### config.mk
export PLATFORM = sky130hd
export DESIGN_NAME = alu_front_stage
export DESIGN_NICKNAME = d
export VERILOG_FILES = /design/src/rtl/alu_front_stage.sv
export SDC_FILE = /design/constraint.sdc
export NUM_CORES = 1
export LEC_CHECK = 0
export ABC_AREA = 1
export CAP_MARGIN = 15
export CORE_MARGIN = 10
export CORE_UTILIZATION = 38
export CTS_CLUSTER_DIAMETER = 50
export DETAILED_ROUTE_END_ITERATION = 16
export HOLD_SLACK_MARGIN = 0.08
export PLACE_DENSITY_LB_ADDON = 0.08
export SETUP_SLACK_MARGIN = 0.5
export SYNTH_ARGS = -nofsm -noshare
export SYNTH_HDL_FRONTEND = slang
export SYNTH_HIERARCHICAL = 1
export SYNTH_SLANG_ARGS = --single-unit
### constraint.sdc
create_clock -name clk -period 0.8 [get_ports clk]
set_input_delay 0.16 -clock clk [delete_from_list [all_inputs] [get_ports clk]]
set_output_delay 0.16 -clock clk [all_outputs]
set_load 0.02 [all_outputs]
### src/rtl/alu_front_stage.sv
// alu_front_stage / comb_alu_front
//
// Operand-steering front end of the ALU. Shift instructions reach the ALU
// core as a uniform (value, amount) pair:
//   sll/srl/sra    : out_1 = op2, out_2 = zero-extended shamt
//   sllv/srlv/srav : out_1 = op2, out_2 = zero-extended op1[4:0]
//   everything else: out_1 = op1, out_2 = op2
//
// comb_alu_front is the zero-latency steering function.
// alu_front_stage is that function followed by one output register stage.
//
// Ports (alu_front_stage):
//   clk    in   rising-edge clock
//   rst_n  in   asynchronous active-low reset; clears both outputs
//   aluop  in   [4:0]        ALU operation class from decode
//   func   in   [5:0]        R-type function field
//   shamt  in   [4:0]        R-type shift amount field
//   op1    in   [DATA_W-1:0] first source operand
//   op2    in   [DATA_W-1:0] second source operand
//   out_1  out  [DATA_W-1:0] steered first operand, registered
//   out_2  out  [DATA_W-1:0] steered second operand, registered
// comb_alu_front has the same ports without clk and rst_n. Its outputs are
// combinational.

module comb_alu_front #(
    parameter int          DATA_W   = 32,
    parameter logic [4:0]  RTYPE_OP = 5'b01001
) (
    input  logic [4:0]        aluop,
    input  logic [5:0]        func,
    input  logic [4:0]        shamt,
    input  logic [DATA_W-1:0] op1,
    input  logic [DATA_W-1:0] op2,
    output logic [DATA_W-1:0] out_1,
    output logic [DATA_W-1:0] out_2
);
    always_comb begin
        out_1 = op1;
        out_2 = op2;
        if (aluop == RTYPE_OP) begin
            case (func)
                6'h00, 6'h02, 6'h03: begin
                    out_1 = op2;
                    out_2 = {{(DATA_W-5){1'b0}}, shamt};
                end
                // Variable shifts use only the low 5 bits of rs as the amount.
                6'h04, 6'h06, 6'h07: begin
                    out_1 = op2;
                    out_2 = {{(DATA_W-5){1'b0}}, op1[4:0]};
                end
                default: ;
            endcase
        end
    end
endmodule

module alu_front_stage #(
    parameter int          DATA_W   = 32,
    parameter logic [4:0]  RTYPE_OP = 5'b01001
) (
    input  logic              clk,
    input  logic              rst_n,
    input  logic [4:0]        aluop,
    input  logic [5:0]        func,
    input  logic [4:0]        shamt,
    input  logic [DATA_W-1:0] op1,
    input  logic [DATA_W-1:0] op2,
    output logic [DATA_W-1:0] out_1,
    output logic [DATA_W-1:0] out_2
);
    logic [DATA_W-1:0] n1, n2;

    comb_alu_front #(
        .DATA_W   (DATA_W),
        .RTYPE_OP (RTYPE_OP)
    ) u_steer (
        .aluop (aluop),
        .func  (func),
        .shamt (shamt),
        .op1   (op1),
        .op2   (op2),
        .out_1 (n1),
        .out_2 (n2)
    );

    always_ff @(posedge clk or negedge rst_n) begin
        if (!rst_n) begin
            out_1 <= '0;
            out_2 <= '0;
        end else begin
            out_1 <= n1;
            out_2 <= n2;
        end
    end
endmodule

== After elaboration in Yosys (flattened, before gate mapping) ==
Cells that the tools add are included.
Storage, ports and cells
  register bits: 64
  bits of input ports: 82
  output and inout bits: 64
  word-level logic and storage cells: 16
Operators by class
  equal/unequal tests: 6
  muxes and demuxes: 4
  reductions and logical operators: 4
Operators by type and width (number)
  $mux W32: 3
  $pmux W32 S2: 1
  $eq A6 B3 Y1 const B: 3
  $eq A6 B2 Y1 const B: 2
  $logic_not A6 Y1: 1
  $reduce_or A3 Y1: 2
  $reduce_or A6 Y1: 1
  $eq A5 B4 Y1 const B: 1

== Logic depth before layout (Yosys ltp) ==
Gate-level depths: netlist of the first run.
  depth in word-level cells: 4
  mapped depth: 7

== Cells and area by module ==
The synthesis of the first run kept the hierarchy.
By module, submodules not included
  alu_front_stage: instances 1, cells each 64, area an instance 1601.5 µm²
  comb_alu_front: instances 1, cells each 211, area an instance 930.9 µm²

== Least setup slack after synthesis of the first run ==
Ideal clock, no wire load.
  kind: in2reg
  from: input port func[5]
  to: register out_2[10]
  setup time: 120 ps
  data arrival time: 874 ps
  slack: -194 ps
  stages on the path: 5
  path buffers: 1
  path through: nor2_2 nand3b_4 nor2_8 buf_2 nor2_1
Between the ends
  longest elaborated chain between the ends: 4
  elaborated cells between the ends (all ways): 10
RTL lines
  start, declared: line 64  | input logic [5:0] func,
  $eq A6 B3 Y1, or another cell as far along: line 41  | case (func)
  $reduce_or A3 Y1, on equally long branches
  $pmux W32 S2 (*): line 41
  $mux W32 (*): line 40  | if (aluop == RTYPE_OP) begin
  named net n2[10]: line 71  | logic [DATA_W-1:0] n1, n2;
  end signal, assigned: line 92  | out_2 <= n2;
  end, declared: line 69  | output logic [DATA_W-1:0] out_2
The timed path passes the listed nets; every way through them passes the cells marked *.

== Worst setup path in the final report of the first run ==
  from: register out_1[26]
  to: output port out_1[26]
RTL lines
  start, declared: line 68  | output logic [DATA_W-1:0] out_1,
  start signal, assigned: line 91  | out_1 <= n1;
No word-level cell between the ends.

==> results of run 1 <==
-- layer usage --
layer / part of all wire / vias to the layer above
li1: - / 1208
met3: 0.087 / 10
met2: 0.52 / 108
met4: 0.014 / 0
met1: 0.38 / 1206
met5: 0 / -
-- final cells by class --
cell class	instances	area, um^2	share of cell area
Clock buffer	9	124	0.0238
Clock inverter	6	85.1	0.0164
Inverter	31	119	0.0229
Multi-Input combinational cell	166	1090	0.209
Sequential cell	64	1600	0.308
Tap cell	77	96.3	0.0185
Timing Repair Buffer	180	2090	0.401
-- per-stage QoR --
step | power, mW | utilization
floorplan | 3.95 | -
global placement | 4.86 | 0.652
detailed placement | 4.88 | 0.652
CTS | 7.97 | 0.764
global route | 8.34 | 0.810
finish | 8.01 | 0.810
-- Yosys cell counts, drive strengths merged --
cell | n | share of area
nand2 | 72 | 0.11
buf | 8 | 0.021
nand4 | 10 | 0.025
dfrtp | 64 | 0.63
nor2 | 47 | 0.077
inv | 31 | 0.046
clkbuf | 6 | 0.0089
o21ai | 32 | 0.063
nor3 | 3 | 0.0079
nand3b | 2 | 0.011
-- state kept, by name (all words and copies together) (netlist names) --
register  flops
out_2        32
out_1        32
-- worst max-delay path by stage --
| stage | startpoint | to | slack (ps) | cells after the start |
|---|---|---|---|---|
| after floorplan | aluop[2] | out_1[0] | -150 | 6 |
| after global placement | func[5] | out_2[1] | -760 | 7 |
| after detailed placement | func[5] | out_2[2] | -760 | 7 |
| after CTS | out_1[26] | out_1[26] | -230 | 1 |
| after global routing | out_2[8] | out_2[8] | -250 | 1 |
| final | out_1[26] | out_1[26] | -220 | 1 |
-- logic make-up after synthesis --
logic type	count (synthesis)
simple gates	134
compound gates	32
buf+inv	45
flops	64
-- report_power, final --
part / switching, mW / internal, mW / total [mW]
clock network: 1.23 / 1.72 / 2.96
registers: 0.0793 / 3.40 / 3.48
logic: 0.715 / 0.857 / 1.57
total: 2.03 / 5.99 / 8.01
-- what timing repair did --
item | CTS | global route
setup buffers | 12 | 1
pin swaps | 22 | 8
gates cloned | 5 | 1
gates resized for setup | 499 | 78
setup endpoints to repair | 128 | 128
hold endpoints to repair | 64 | 64
==> flow_summary.json, run 1 <==
{
  "status": "finished, violations left",
  "violations": "negative hold slack, negative setup slack",
  "yosys.area_share.simple": 0.228,
  "first_pass_iters": 4,
  "fin_crit_ps": 1020,
  "globalplace.congestion": 0.812,
  "synthAdderAreaFrac": 0,
  "arrival_ps": 860,
  "syn_nets": 357,
  "yosysUniqueCellTypes": 17,
  "grt_max_degree": 41,
  "grt_usage": 0.173,
  "crit_path_cell_trace": "buf_6",
  "drive_gt1_frac": 0.478,
  "num-nets-final": 534,
  "routed_wl_um": 9370,
  "place_area_mm2": 0.00419,
  "diodes": 0,
  "max_freq_mhz": 980,
  "ctsRootBufferMaster": "clkbuf_8",
  "synth_compound_area_frac": 0.0632,
  "path_buf_inv": 1,
  "dieWidth_um": 102,
  "grt_setup_unrepaired": "yes",
  "pin_count": 146,
  "final_cell_mix": "buf_6, clkdlybuf4s50_1, dfrtp_1",
  "via_per_inst": 4.75,
  "fin_tns_setup_ps": -18820,
  "dr_total_vias": 2532,
  "yosys_warnings": 6,
  "power_density_mw_per_mm2": 1540,
  "grt_use_met2": 0.293,
  "cp_slowest_cell": "dfrtp_1",
  "die_area_mm2": 0.0103,
  "cts_made_buffers": 9,
  "drt_iter0_markers": 80,
  "max_stage_delay_ps": 390,
  "timing.final.crit_share": 1.28,
  "worstSetupStartpointType": "flop",
  "gr-usage-met3": 0.0592,
  "maxCapViolCount": 0,
  "post-dp-hpwl_um": 6160,
  "critPathMaxFanout": 1,
  "ir_drop_mv": 1.04,
  "hold_viol": 64,
  "start_util": 0.394,
  "synthMuxAreaShare": 0,
  "dp_cells": 499,
  "clk_pin_slew_ps": 70,
  "gr-max-usage-layer": "met2",
  "gr-total-overflow": 0,
  "grt_first_pass_wirelength_um": 13700,
  "finalSetupViolCount": 128,
  "core-area_mm2": 0.00642,
  "design_area_mm2": 0.00520,
  "tritoncts": "yes",
  "synth_top_family_by_area": "simple AND/OR/NAND/NOR gates",
  "holdCritPathClass": "primary input to asynchronous set/reset pin",
  "netlist_area_mm2": 0.00253,
  "nFillCells": 424,
  "syn_to_final_growth_pct": 105,
  "numClockSinks": 64,
  "synth.ff_latch_count": 64,
  "worst_slew_margin_rel": 0.830,
  "grt_use_met1": 0.196,
  "seq_area_frac_synth": 0.632,
  "tightest_slew_ps": 254,
  "grt_pass1_vias": 2483,
  "worst-setup-path-type": "flop to output port",
  "leakagePower_nw": 2.48,
  "io_buffers": 145,
  "path_delay_family": "flip-flops",
  "post-route-drc-count": 0,
  "wl_per_cell_um": 17.6,
  "antenna_found_initial": 0,
  "syn_inst": 275,
  "ant_nets": 0,
  "fin_cells": 533,
  "final_common_cell": "buf_6",
  "avgSynthCellArea_um2": 9.21,
  "die_h_um": 102,
  "cp.required_ps": 640,
  "row_count": 29,
  "dpl_worst_slack_ps": -762,
  "synth_xor_area_frac": 0,
  "end_kind": "output port",
  "cts_buffer_depth": 2,
  "slew_violations": 0,
  "fin_hold_ws_ps": -197,
  "ctsHtreeMaxLevel": 3,
  "setup_ws_ps": -220
}
(Power assumes the default switching activity.)
==> run 2, diff against run 1 <==
Settings changed: SETUP_SLACK_MARGIN 0.5 to not set.
==> run 2 against run 1 <==
Against the previous run: global-route usage about the same; largest power group unchanged; die area unchanged; final area down 0.12%; critical path type unchanged; the flow finishes with violations (negative setup slack).
==> flow_summary.json, run 2 (synthesis gave the netlist of run 1 again) <==
{
  "whs_path_depth": 6,
  "pin_count": 146,
  "setup_ws_ps": -220,
  "path_delay_family": "flip-flops",
  "fin_cells": 533,
  "syn_to_final_growth_pct": 105,
  "max_stage_delay_ps": 390,
  "start_util": 0.394,
  "tightest_slew_ps": 240,
  "end_kind": "output port",
  "first_pass_iters": 4,
  "wl_per_cell_um": 17.8,
  "violations": "negative setup slack",
  "power_density_mw_per_mm2": 1550,
  "antenna_found_initial": 0,
  "leakagePower_nw": 2.47,
  "core-area_mm2": 0.00642,
  "post-route-drc-count": 0,
  "globalplace.congestion": 0.812,
  "io_buffers": 145,
  "holdCritPathClass": "primary input to flop",
  "diodes": 0,
  "ctsRootBufferMaster": "clkbuf_8",
  "crit_path_cell_trace": "buf_6",
  "via_per_inst": 4.77,
  "grt_pass1_vias": 2498,
  "num-nets-final": 534,
  "path_buf_inv": 1,
  "clk_pin_slew_ps": 80,
  "row_count": 29,
  "worst_slew_margin_rel": 0.839,
  "grt_first_pass_wirelength_um": 13700,
  "dieWidth_um": 102,
  "finalSetupViolCount": 122,
  "worstSetupStartpoint": "out_2[23]",
  "cp.depth": 1,
  "cts_made_buffers": 9,
  "slew_violations": 0,
  "cp.required_ps": 640,
  "ctsHtreeMaxLevel": 3,
  "worstSetupStartpointType": "flop",
  "status": "finished, violations left",
  "dr_total_vias": 2545,
  "nFillCells": 421,
  "gr-total-overflow": 0,
  "tritoncts": "yes",
  "cp_slowest_cell": "dfrtp_1",
  "die_h_um": 102,
  "cp-endpoint": "out_2[23]",
  "cts_buffer_depth": 2,
  "dpl_worst_slack_ps": -762,
  "timing.final.crit_share": 1.27,
  "ir_drop_mv": 1.07,
  "fin_crit_ps": 1020,
  "grt_max_degree": 41,
  "grt_usage": 0.173,
  "ant_nets": 0,
  "post-dp-hpwl_um": 6160,
  "max_freq_mhz": 981,
  "final_cell_mix": "buf_6, clkdlybuf4s50_1, dfrtp_1",
  "numClockSinks": 64,
  "routed_wl_um": 9460,
  "dp_cells": 499,
  "worst-setup-path-type": "flop to output port",
  "final_common_cell": "buf_6",
  "die_area_mm2": 0.0103,
  "drt_iter0_markers": 86,
  "arrival_ps": 860,
  "grt_setup_unrepaired": "yes",
  "critPathMaxFanout": 1,
  "hold_viol": 0,
  "drive_gt1_frac": 0.469,
  "reg_top3": "out_1: 32 flops, out_2: 32 flops",
  "maxCapViolCount": 0
}
==> run 2: changes by cell type in the layout (fill, tap and decap cells not counted), moves of 4 or more <==
| cell | delta |
|---|---|
| buf_8 | +5 |
| o21ai_2 | +9 |
| buf_6 | -4 |
| o21ai_1 | -6 |
| nand2_1 | +10 |
| nand2_2 | -8 |
==> run 2: power by group <==
group / internal [mW] / switching (mW) / leakage (nW)
logic: 0.878 / 0.722 / 1.63
clock network: 1.73 / 1.25 / 0.101
registers: 3.40 / 0.0804 / 0.746
total: 6.01 / 2.05 / 2.47
==> run 2: metal layers <==
| metal | up-vias | routed length, um | part of all wire | GRT usage |
|---|---|---|---|---|
| met4 | 0 | 160 | 0.017 | 0.0693 |
| met5 | - | 0 | 0 | 0 |
| li1 | 1211 | - | - | - |
| met1 | 1221 | 3520 | 0.37 | 0.193 |
| met2 | 101 | 4900 | 0.52 | 0.295 |
| met3 | 12 | 881 | 0.093 | 0.0606 |
==> run 2: cell type report <==
type / count / area (um^2) / area share
sequential: 64 / 1600 / 0.308
timing repair buffer: 180 / 2090 / 0.402
multi-input combinational: 166 / 1080 / 0.208
clock inverter: 6 / 85.1 / 0.0164
clock buffer: 9 / 124 / 0.0238
inverter: 31 / 119 / 0.0229
tap: 77 / 96.3 / 0.0185
==> run 2: stage by stage <==
step,util,power [mW],area [um^2],hold WS [ps],setup TNS (ps)
2_1_floorplan,-,3.95,2590,-136,-7500
3_3_place_gp,0.652,4.86,4190,165,-59440
3_5_place_dp,0.652,4.88,4190,167,-62010
4_1_cts,0.763,7.97,4900,260,-17440
5_1_grt,0.809,8.39,5190,324,-20840
6_report,0.809,8.06,5190,291,-17000
==> run 2: worst min-delay path by stage <==
stage | from | slack [ps] | to
finish | func[4] | 290 | out_2[0]
global route | func[4] | 320 | out_2[0]
CTS | func[5] | 260 | out_2[0]
detailed placement | rst_n | 170 | out_2[29]
global placement | rst_n | 170 | out_2[29]
floorplan | rst_n | -140 | out_1[0]
==> run 2: what timing repair did <==
item | 4_1_cts | 5_1_grt
cloned | 5 | 4
endpoints found under the hold margin | 64 | 0
pin swaps | 22 | 20
hold buffers | 1 | 0
resized for setup | 491 | 90
setup buffers | 14 | 1
endpoints found under the setup margin | 128 | 128
==> run 3, diff against run 2 <==
Settings changed: SKIP_CTS_REPAIR_TIMING set to 1.
==> run 3 against run 2 <==
Against the previous run: the run still ends with negative setup slack left; clock-buffer cell count is the same; via count decreased by 2.9%; worst setup slack better by 2.7 ps; maximum frequency increased by 0.26%; hold slack got worse by 56 ps; cell count is 1.7% lower; sequential share of layout area rose by 1.4 points; clock power decreased by 1%; sequential power hardly changed; final area shrank 4.4%; combinational power shrank 6%; die area did not move; highest routed layer unchanged.
==> flow_summary.json, run 3 (synthesis gave the netlist of run 1 again) <==
{
  "hold_viol": 0,
  "fin_hold_ws_ps": 235,
  "gr-total-overflow": 0,
  "pin_count": 146,
  "ctsHtreeMaxLevel": 3,
  "grt_max_degree": 41,
  "dieWidth_um": 102,
  "fin_cells": 524,
  "arrival_ps": 860,
  "leakagePower_nw": 2.41,
  "routed_wl_um": 8790,
  "cts_made_buffers": 9,
  "slew_violations": 0,
  "dr_total_vias": 2470,
  "end_kind": "output port",
  "design_area_mm2": 0.00497,
  "ant_nets": 0,
  "critPathMaxFanout": 1,
  "final_common_cell": "buf_6",
  "io_buffers": 145,
  "row_count": 29,
  "setup_ws_ps": -217,
  "crit_path_cell_trace": "buf_6",
  "path_buf_inv": 1,
  "maxCapViolCount": 0,
  "num-nets-final": 525,
  "path_delay_family": "flip-flops",
  "drive_gt1_frac": 0.436,
  "post-route-drc-count": 0,
  "globalplace.congestion": 0.812,
  "die_area_mm2": 0.0103,
  "cp_slowest_cell": "dfrtp_1",
  "fin_crit_ps": 1020,
  "reg_top3": "out_1: 32 flops, out_2: 32 flops",
  "final_cell_mix": "buf_6, clkdlybuf4s50_1, dfrtp_1",
  "violations": "negative setup slack",
  "status": "finished, violations left",
  "via_per_inst": 4.71,
  "core-area_mm2": 0.00642,
  "p_total_mw": 7.93,
  "antenna_found_initial": 0,
  "ctsRootBufferMaster": "clkbuf_8",
  "start_util": 0.394,
  "first_pass_iters": 4,
  "grt_pass1_vias": 2264,
  "grt_first_pass_wirelength_um": 12100,
  "syn_to_final_growth_pct": 96.1,
  "numClockSinks": 64,
  "power_density_mw_per_mm2": 1600,
  "grt_setup_unrepaired": "yes",
  "wl_per_cell_um": 16.8,
  "diodes": 0,
  "ir_drop_mv": 1.05,
  "finalSetupViolCount": 125,
  "clk_pin_slew_ps": 70,
  "max_stage_delay_ps": 390,
  "tritoncts": "yes",
  "max_freq_mhz": 983,
  "dp_cells": 499,
  "die_h_um": 102,
  "cts_buffer_depth": 2,
  "grt_usage": 0.152,
  "nFillCells": 463,
  "worst-setup-path-type": "flop to output port",
  "timing.final.crit_share": 1.27,
  "worst_slew_margin_rel": 0.847,
  "holdCritPathClass": "primary input to flop",
  "tightest_slew_ps": 229,
  "cp.required_ps": 640,
  "place_area_mm2": 0.00419,
  "drt_iter0_markers": 61,
  "worstSetupStartpointType": "flop",
  "post-dp-hpwl_um": 6160
}
## run 3: changes by cell type in the layout (fill, tap and decap cells not counted), moves of 4 or more
cell / previous run / this run
clkbuf_2: 0 / 4
buf_8: 7 / 2
dlymetal6s2s_1: 0 / 4
nand2_1: 40 / 29
o21ai_2: 16 / 2
buf_12: 11 / 7
buf_2: 7 / 2
nand2_2: 25 / 34
o21ai_0: 3 / 16
## run 3: report_power, final
| group | total, mW | internal (mW) | switching (mW) |
|---|---|---|---|
| clock network | 2.94 | 1.72 | 1.22 |
| registers | 3.48 | 3.40 | 0.0783 |
| logic | 1.51 | 0.825 | 0.683 |
## run 3: per-stage QoR
step	utilization	setup WS [ps]	setup TNS [ps]
final	0.773	-217	-15880
after detailed placement	0.652	-762	-62010
after global routing	0.773	-256	-20440
after CTS	0.684	-681	-62970
after global placement	0.652	-759	-59440
after floorplan	-	-146	-7500
## run 3: final cells by class
class                   instances  area (um^2)  area share
inverters                      31          119      0.0239
well taps                      77         96.3      0.0194
clock buffers                   9          124      0.0249
repair buffers                171         1900       0.382
multi-input cells             166         1040       0.210
clock inverters                 6         85.1      0.0171
flip-flops and latches         64         1600       0.322
## run 3: worst paths after layout
| check | to | cells after the start | slack [ps] | from |
|---|---|---|---|---|
| setup / recovery | out_1[26] | 1 | -220 | out_1[26] |
| hold / removal | out_1[0] | 5 | 230 | aluop[4] |
| max in group asynchronous | out_2[9] | 3 | 230 | rst_n |
| min in group asynchronous | out_1[29] | 3 | 340 | rst_n |
## run 3: layer usage
metal	up-vias	wire, um	share of wire	track usage
li1	1192	-	-	-
met1	1170	3470	0.40	0.176
met2	96	4420	0.50	0.247
met3	12	758	0.086	0.0565
met4	0	135	0.015	0.0693
met5	-	0	0	0
